File: config.mk
export PLATFORM = sky130hd
export DESIGN_NAME = simd_v2_flat
export DESIGN_NICKNAME = d
export VERILOG_FILES = /design/src/rtl/simd_pkg.sv /design/src/rtl/simd_v2_if.sv /design/src/rtl/simd_lane.sv /design/src/rtl/simd_v2.sv /design/src/flat_wrapper.sv
export SDC_FILE = /design/constraint.sdc
export NUM_CORES = 2
export LEC_CHECK = 0
export CAP_MARGIN = 10
export CORE_UTILIZATION = 55
export DETAILED_ROUTE_END_ITERATION = 8
export PLACE_DENSITY = 0.79
export REMOVE_ABC_BUFFERS = 1
export SKIP_LAST_GASP = 1
export SYNTH_ARGS = -nofsm -noshare
export SYNTH_HDL_FRONTEND = slang
export SYNTH_SLANG_ARGS = --single-unit
File: constraint.sdc
create_clock -name clk -period 6.8 [get_ports clk]
set_clock_uncertainty 0.15 [all_clocks]
set_input_delay 0.68 -clock clk [delete_from_list [all_inputs] [get_ports clk]]
set_output_delay 0.68 -clock clk [all_outputs]
set_load 0.01 [all_outputs]
File: src/rtl/simd_pkg.sv
// simd_v2 shared types: op modes, FSM states, status bundle, address map.
// Map addresses are derived from the lane count.
package simd_pkg;

  localparam int AW = 8;

  typedef enum logic [1:0] {
    MODE_ADD = 2'b00,
    MODE_SUB = 2'b01,
    MODE_MUL = 2'b10,
    MODE_MAC = 2'b11
  } mode_e;

  typedef enum logic [1:0] {
    S_IDLE = 2'b00,
    S_EXEC = 2'b01,
    S_DONE = 2'b10
  } state_e;

  typedef struct packed {
    logic err;
    logic done;
    logic busy;
  } stat_t;

  function automatic int b_base(int lanes);
    return lanes;
  endfunction

  function automatic int mode_addr(int lanes);
    return 2 * lanes;
  endfunction

  function automatic int stat_addr(int lanes);
    return 2 * lanes + 1;
  endfunction

  function automatic int res_addr(int lanes);
    return 2 * lanes + 2;
  endfunction

endpackage

File: src/rtl/simd_v2_if.sv
// Host bus for simd_v2: chip-select qualified strobes,
// shared address/data input and registered read data.
interface simd_v2_if #(
  parameter int BW = 8
);
  logic          cs;
  logic          wr;
  logic          rd;
  logic          ad;
  logic          start;
  logic [BW-1:0] data_in;
  logic [BW-1:0] data_out;
  logic          busy;

  modport master (
    output cs, wr, rd, ad, start, data_in,
    input  data_out, busy
  );

  modport slave (
    input  cs, wr, rd, ad, start, data_in,
    output data_out, busy
  );
endinterface

File: src/rtl/simd_lane.sv
// One combinational lane ALU; results wrap at BW bits.
// mac accumulates onto the lane's previous result.
module simd_lane
  import simd_pkg::*;
#(
  parameter int BW = 8
) (
  input  mode_e         mode,
  input  logic [BW-1:0] a,
  input  logic [BW-1:0] b,
  input  logic [BW-1:0] r,
  output logic [BW-1:0] y
);

  always_comb begin
    y = '0;
    unique case (mode)
      MODE_ADD: y = a + b;
      MODE_SUB: y = a - b;
      MODE_MUL: y = a * b;
      MODE_MAC: y = r + a * b;
      default:  y = '0;
    endcase
  end

endmodule

File: src/rtl/simd_v2.sv
// Banked SIMD engine: host-loaded A/B banks, PAR lanes per clock,
// results drained through an auto-incrementing RES window.
module simd_v2
  import simd_pkg::*;
#(
  parameter int BW    = 8,
  parameter int LANES = 32,
  parameter int PAR   = 4
) (
  input logic       clk,
  input logic       rst_n,
  simd_v2_if.slave  bus
);

  localparam int STEPS = LANES / PAR;
  localparam int CW = (STEPS > 1) ? $clog2(STEPS) : 1;
  localparam int IW = (LANES > 1) ? $clog2(LANES) : 1;

  localparam logic [AW-1:0] LB = AW'(b_base(LANES));
  localparam logic [AW-1:0] LE = AW'(mode_addr(LANES));
  localparam logic [AW-1:0] MA = AW'(mode_addr(LANES));
  localparam logic [AW-1:0] SA = AW'(stat_addr(LANES));
  localparam logic [AW-1:0] RA = AW'(res_addr(LANES));

  state_e state_q, state_d;

  logic [AW-1:0] addr_q;
  logic [BW-1:0] mode_q;
  logic [BW-1:0] dout_q;
  logic          err_q;
  logic [IW-1:0] ptr_q;
  logic [CW-1:0] cnt_q;

  logic [BW-1:0] a_q [LANES];
  logic [BW-1:0] b_q [LANES];
  logic [BW-1:0] r_q [LANES];

  logic [IW-1:0] idx [PAR];
  logic [BW-1:0] y   [PAR];

  logic hit_a, hit_b, hit_m, hit_s, hit_r;
  logic [IW-1:0] a_idx, b_idx;
  logic wr_en, rd_en, start_req, start_ok;
  logic protect, wr_ok, err_set, busy;
  logic [BW-1:0] rd_val;
  stat_t stat;

  assign busy      = (state_q == S_EXEC);
  assign wr_en     = bus.cs & bus.wr;
  assign rd_en     = bus.cs & bus.rd & ~bus.wr;
  assign start_req = bus.cs & bus.start;
  assign start_ok  = start_req & ~busy;

  always_comb begin
    hit_a = (addr_q < LB);
    hit_b = !hit_a && (addr_q < LE);
    hit_m = (addr_q == MA);
    hit_s = (addr_q == SA);
    hit_r = (addr_q == RA);
    a_idx = IW'(addr_q);
    b_idx = IW'(addr_q - LB);
  end

  // Bank/MODE writes are frozen for the whole run, start cycle included.
  assign protect = busy | start_ok;
  assign wr_ok   = wr_en & ~bus.ad & ~protect;
  assign err_set = (wr_en & ~bus.ad & protect & (hit_a | hit_b | hit_m))
                 | (start_req & busy);

  assign stat = '{err: err_q, done: (state_q == S_DONE), busy: busy};

  always_comb begin
    rd_val = '0;
    unique case (1'b1)
      hit_a:   rd_val = a_q[a_idx];
      hit_b:   rd_val = b_q[b_idx];
      hit_m:   rd_val = mode_q;
      hit_s:   rd_val = {{(BW-3){1'b0}}, stat};
      hit_r:   rd_val = busy ? '0 : r_q[ptr_q];
      default: rd_val = '0;
    endcase
  end

  for (genvar j = 0; j < PAR; j++) begin : g_lane
    assign idx[j] = IW'(int'(cnt_q) * PAR + j);
    simd_lane #(.BW(BW)) u_lane (
      .mode (mode_e'(mode_q[1:0])),
      .a    (a_q[idx[j]]),
      .b    (b_q[idx[j]]),
      .r    (r_q[idx[j]]),
      .y    (y[j])
    );
  end

  always_comb begin
    state_d = state_q;
    unique case (state_q)
      S_IDLE, S_DONE: if (start_req) state_d = S_EXEC;
      S_EXEC: if (cnt_q == CW'(STEPS - 1)) state_d = S_DONE;
      default: state_d = S_IDLE;
    endcase
  end

  always_ff @(posedge clk or negedge rst_n) begin
    if (!rst_n) state_q <= S_IDLE;
    else        state_q <= state_d;
  end

  always_ff @(posedge clk or negedge rst_n) begin
    if (!rst_n) begin
      addr_q <= '0;
      mode_q <= '0;
      dout_q <= '0;
      err_q  <= 1'b0;
      ptr_q  <= '0;
      cnt_q  <= '0;
      for (int i = 0; i < LANES; i++) begin
        a_q[i] <= '0;
        b_q[i] <= '0;
        r_q[i] <= '0;
      end
    end else begin
      if (wr_en && bus.ad)  addr_q <= bus.data_in[AW-1:0];
      if (wr_en && !bus.ad) addr_q <= addr_q + 1'b1;
      if (wr_ok) begin
        unique case (1'b1)
          hit_a:   a_q[a_idx] <= bus.data_in;
          hit_b:   b_q[b_idx] <= bus.data_in;
          hit_m:   mode_q     <= bus.data_in;
          default: ;
        endcase
      end
      if (rd_en) dout_q <= rd_val;
      if (err_set)             err_q <= 1'b1;
      else if (rd_en && hit_s) err_q <= 1'b0;
      if (start_ok) begin
        cnt_q <= '0;
        ptr_q <= '0;
      end else begin
        if (busy) cnt_q <= cnt_q + 1'b1;
        if (rd_en && hit_r && !busy)
          ptr_q <= (ptr_q == IW'(LANES - 1)) ? '0 : ptr_q + 1'b1;
      end
      if (busy) begin
        for (int j = 0; j < PAR; j++) r_q[idx[j]] <= y[j];
      end
    end
  end

  assign bus.data_out = dout_q;
  assign bus.busy     = busy;

endmodule

File: src/flat_wrapper.sv
// flat-port wrapper written by rule: the top's interface ports become plain ports
module simd_v2_flat import simd_pkg::*;
#(
  parameter int BW    = 8,
  parameter int LANES = 32,
  parameter int PAR   = 4
)
  (clk, rst_n, bus_cs, bus_wr, bus_rd, bus_ad, bus_start, bus_data_in, bus_data_out, bus_busy);
  simd_v2_if #(.BW(BW)) bus_i ();
  input logic clk;
  input logic rst_n;
  input wire logic [$bits(bus_i.cs)-1:0] bus_cs;
  input wire logic [$bits(bus_i.wr)-1:0] bus_wr;
  input wire logic [$bits(bus_i.rd)-1:0] bus_rd;
  input wire logic [$bits(bus_i.ad)-1:0] bus_ad;
  input wire logic [$bits(bus_i.start)-1:0] bus_start;
  input wire logic [$bits(bus_i.data_in)-1:0] bus_data_in;
  output wire logic [$bits(bus_i.data_out)-1:0] bus_data_out;
  output wire logic [$bits(bus_i.busy)-1:0] bus_busy;
  assign bus_i.cs = bus_cs;
  assign bus_i.wr = bus_wr;
  assign bus_i.rd = bus_rd;
  assign bus_i.ad = bus_ad;
  assign bus_i.start = bus_start;
  assign bus_i.data_in = bus_data_in;
  assign bus_data_out = bus_i.data_out;
  assign bus_busy = bus_i.busy;
  simd_v2 #(.BW(BW), .LANES(LANES), .PAR(PAR)) u_core (.clk(clk), .rst_n(rst_n), .bus(bus_i));
endmodule
==> impl_metrics.tcl <==
set metrics [dict create \
    outcome "finished, final reports clean" \
    dp_hpwl_mm 119 \
    power-per-cell-area_mw_per_mm2 395 \
    synth-edff-count 0 \
    grt_max_degree 178 \
    grt_pass1_wl_mm 256 \
    finalHoldViolCount 0 \
    setup_viol 0 \
    grt_overflow 0 \
    hold_class "reg -> reg" \
    rsz0062_at_grt "false" \
    clk_pin_slew_worst_paths_ps 60 \
    portBuffers 23 \
    cts_tree "built" \
    min_from "u_core.state_q[0]" \
    synth_top_area_frac 0.406 \
    regToRegStartpoint "u_core.cnt_q[1]" \
    dr.first_iter.drc_count 5649 \
    tightest_slew_ps 1310 \
    grt_pass1_vias 38000 \
    core_area_mm2 0.0888 \
    power_frac_comb 0.483 \
    route.detailed.drc 0 \
    yosys_warnings 0 \
    finalNetCount 4435 \
    cts_htree_levels 3 \
    ant_nets 0 \
    internal_power_mw 12.1 \
    pwr-share-seq 0.290 \
    yosysTopAreaCell "dfrtp_1" \
    yosysUniqueCellTypes 78 \
    ys_async_sr_fraction 1.00 \
    avgSynthCellArea_um2 11.6 \
    grt_antenna_before_repair 7 \
    ys_seq_elements 803 \
    tns_ps 0 \
    ir_drop_mv 0.297 \
    hold_ws_ps 334 \
    dr.pass1.iters 7 \
    clock_sinks 803 \
    synth.area.top_cells "dfrtp_1 41%, mux2_2 15%, mux4_2 9.7%, ha_1 3.4%, mux2i_1 3.2%" \
    area_delta_synth_final_pct 9.51 \
    die_w_um 302 \
    slew_headroom 0.122 \
    clkLatencyLatePin_ps 700 \
    fmax_mhz 150 \
    numCtsBuffers 86 \
    dieArea_mm2 0.0912 \
    end_kind "register" \
    grt_usage 0.384 \
    ys_seq_area_frac 0.406 \
    drt-total-wl_mm 173 \
    initial_core_util 0.557 \
    p_clk_frac 0.227 \
    drv_slew 0 \
    finalCritPeriodShare 0.979 \
    critPathKind "reg -> reg" \
    num_vias 38800 \
    arrival_ps 7060 \
    synthFlopType "dfrtp_1" \
    switching_share 0.434 \
    vias_per_cell 7.10 \
    cts_buffer_depth 3 \
    cap_violations 0 \
    mappedNetlistArea_mm2 0.0495 \
    drive_above_1_share 0.305 \
    rows 109 \
    path_max_fanout 41 \
    die_h_um 302 \
    gp_congestion 0.999 \
    power_switching_mw 9.30 \
    netlist_instances 4258 \
    cts-root-buf "clkbuf_16" \
    fin_crit_ps 6660 \
    wl_per_cell_um 31.7 \
    ios 24 \
    crit_path_start_kind "register" \
    crit_path_start "u_core.cnt_q[1]" \
    p_leak_nw 25.0 \
    worstPathRequired_ps 7210 \
]
[cells by family (layout without fill, tap and decap cells)]
logic type | Yosys count | count (layout) | share of synthesized area
other | 0 | 4 | 0
xor gates and xnor gates | 121 | 121 | 0.0244
AOI/OAI and AO/OA | 841 | 841 | 0.118
buffers and inverters | 475 | 511 | 0.0418
muxes | 1062 | 1062 | 0.287
adders and majority gates | 192 | 192 | 0.0570
DFF | 803 | 803 | 0.406
and+or+nand+nor | 764 | 764 | 0.0666
[power by group through the flow]
stage	Clock, mW	Sequential (mW)	Combinational (mW)
2_1_floorplan	0	6.42	5.99
3_3_place_gp	0	6.23	9.79
3_5_place_dp	0	6.26	9.97
4_1_cts	4.89	6.18	10.0
5_1_grt	5.07	6.27	10.9
6_report	4.87	6.21	10.4
[per-layer routing]
layer  global-route usage  routed length, µm  vias to the layer above
met5              0.00362                 89                        -
met4                0.220              11900                       12
met3                0.133              23200                      767
met2                0.547              73600                     2880
met1                0.510              64600                    19500
li1                     -                  -                    15600
[layout by cell type, fill, tap and decap left out, types with 34 or more instances in the layout]
cell type / count
clkbuf_16: 86
inv_1: 143
nand2_1: 391
a22oi_1: 87
xor2_1: 38
a221oi_1: 66
a22o_1: 38
o22ai_1: 34
xnor2_1: 72
fa_1: 56
a21oi_1: 115
o21ai_0: 233
mux4_2: 214
nor2_1: 193
mux2i_1: 158
mux2_2: 678
dfrtp_1: 796
buf_4: 173
ha_1: 136
a31oi_1: 38
[Yosys cell counts, types with 38 or more instances]
master,instances
xor2_1,38
inv_1,143
nor2_1,199
xnor2_1,72
a22o_1,38
clkbuf_1,204
mux2i_1,159
ha_1,136
o21ai_0,234
mux2_2,678
a31oi_1,38
a21oi_1,115
buf_2,54
dfrtp_1,803
mux4_2,214
nand2_1,396
a22oi_1,87
fa_1,56
a221oi_1,66
[critical path, cell delays in order, from the launching register on]
cell and delay (ps):
dfrtp_4 520, buf_4 140, buf_4 500, mux2i_1 370, nand2_1 230, a221oi_1 320
buf_4 190, nor2_1 50, ha_1 270, ha_1 270, inv_1 40, fa_1 480
fa_1 500, inv_1 40, ha_1 300, xnor2_1 160, ha_1 220, or3_1 380
o22ai_1 180, xnor2_1 140, nand2_1 70, xnor3_1 400, mux2i_2 80, buf_4 190
mux2_2 280
[repair_timing]
item | in CTS | in global routing
hold buffers | 1 | 0
setup endpoints to repair | 0 | 30
hold endpoints to repair | 87 | 0
buffers inserted | 0 | 5
resized for setup | 0 | 6
[per-stage QoR]
| step | util | power, mW | instance area, µm² | setup slack (ps) | instances |
|---|---|---|---|---|---|
| after floorplan | - | 12.4 | 48000 | -5360 | 3931 |
| after global placement | 0.577 | 16.0 | 51200 | 308 | 5299 |
| after detailed placement | 0.577 | 16.2 | 51200 | 241 | 5299 |
| after CTS | 0.609 | 21.1 | 54100 | 184 | 5454 |
| after global routing | 0.610 | 22.3 | 54200 | 13.6 | 5459 |
| final | 0.610 | 21.4 | 54200 | 144 | 5463 |
[layout make-up]
cell class	instances	area, µm²
Antenna cell	4	10.0
Clock buffer	118	2410
Clock inverter	36	460
Fill cell	6975	34600
Inverter	148	557
Multi-Input combinational cell	2980	27400
Sequential cell	803	20100
Tap cell	1165	1460
Timing Repair Buffer	209	1740
[path summary, 6_finish.rpt]
kind	to	slack (ps)	cells after the start
worst max-delay path	u_core.r_q[15]	140	24
max in group asynchronous	u_core.addr_q[0]	4430	3
worst min-delay path	u_core.state_q[0]	330	1
worst max register to register	u_core.r_q[15]	140	24
min in group asynchronous	u_core.r_q[132]	490	2
worst min register to register	u_core.state_q[0]	330	1
[sequential cells by signal (all words and copies together), names as in the netlist]
signal               cells
u_core.a_q             256
u_core.b_q             256
u_core.r_q             256
u_core.addr_q            8
u_core.bus.data_out      8
u_core.mode_q            8
u_core.ptr_q             5
u_core.cnt_q             3
u_core.state_q           2
u_core.err_q             1
Power figures use the tool's default switching activity.
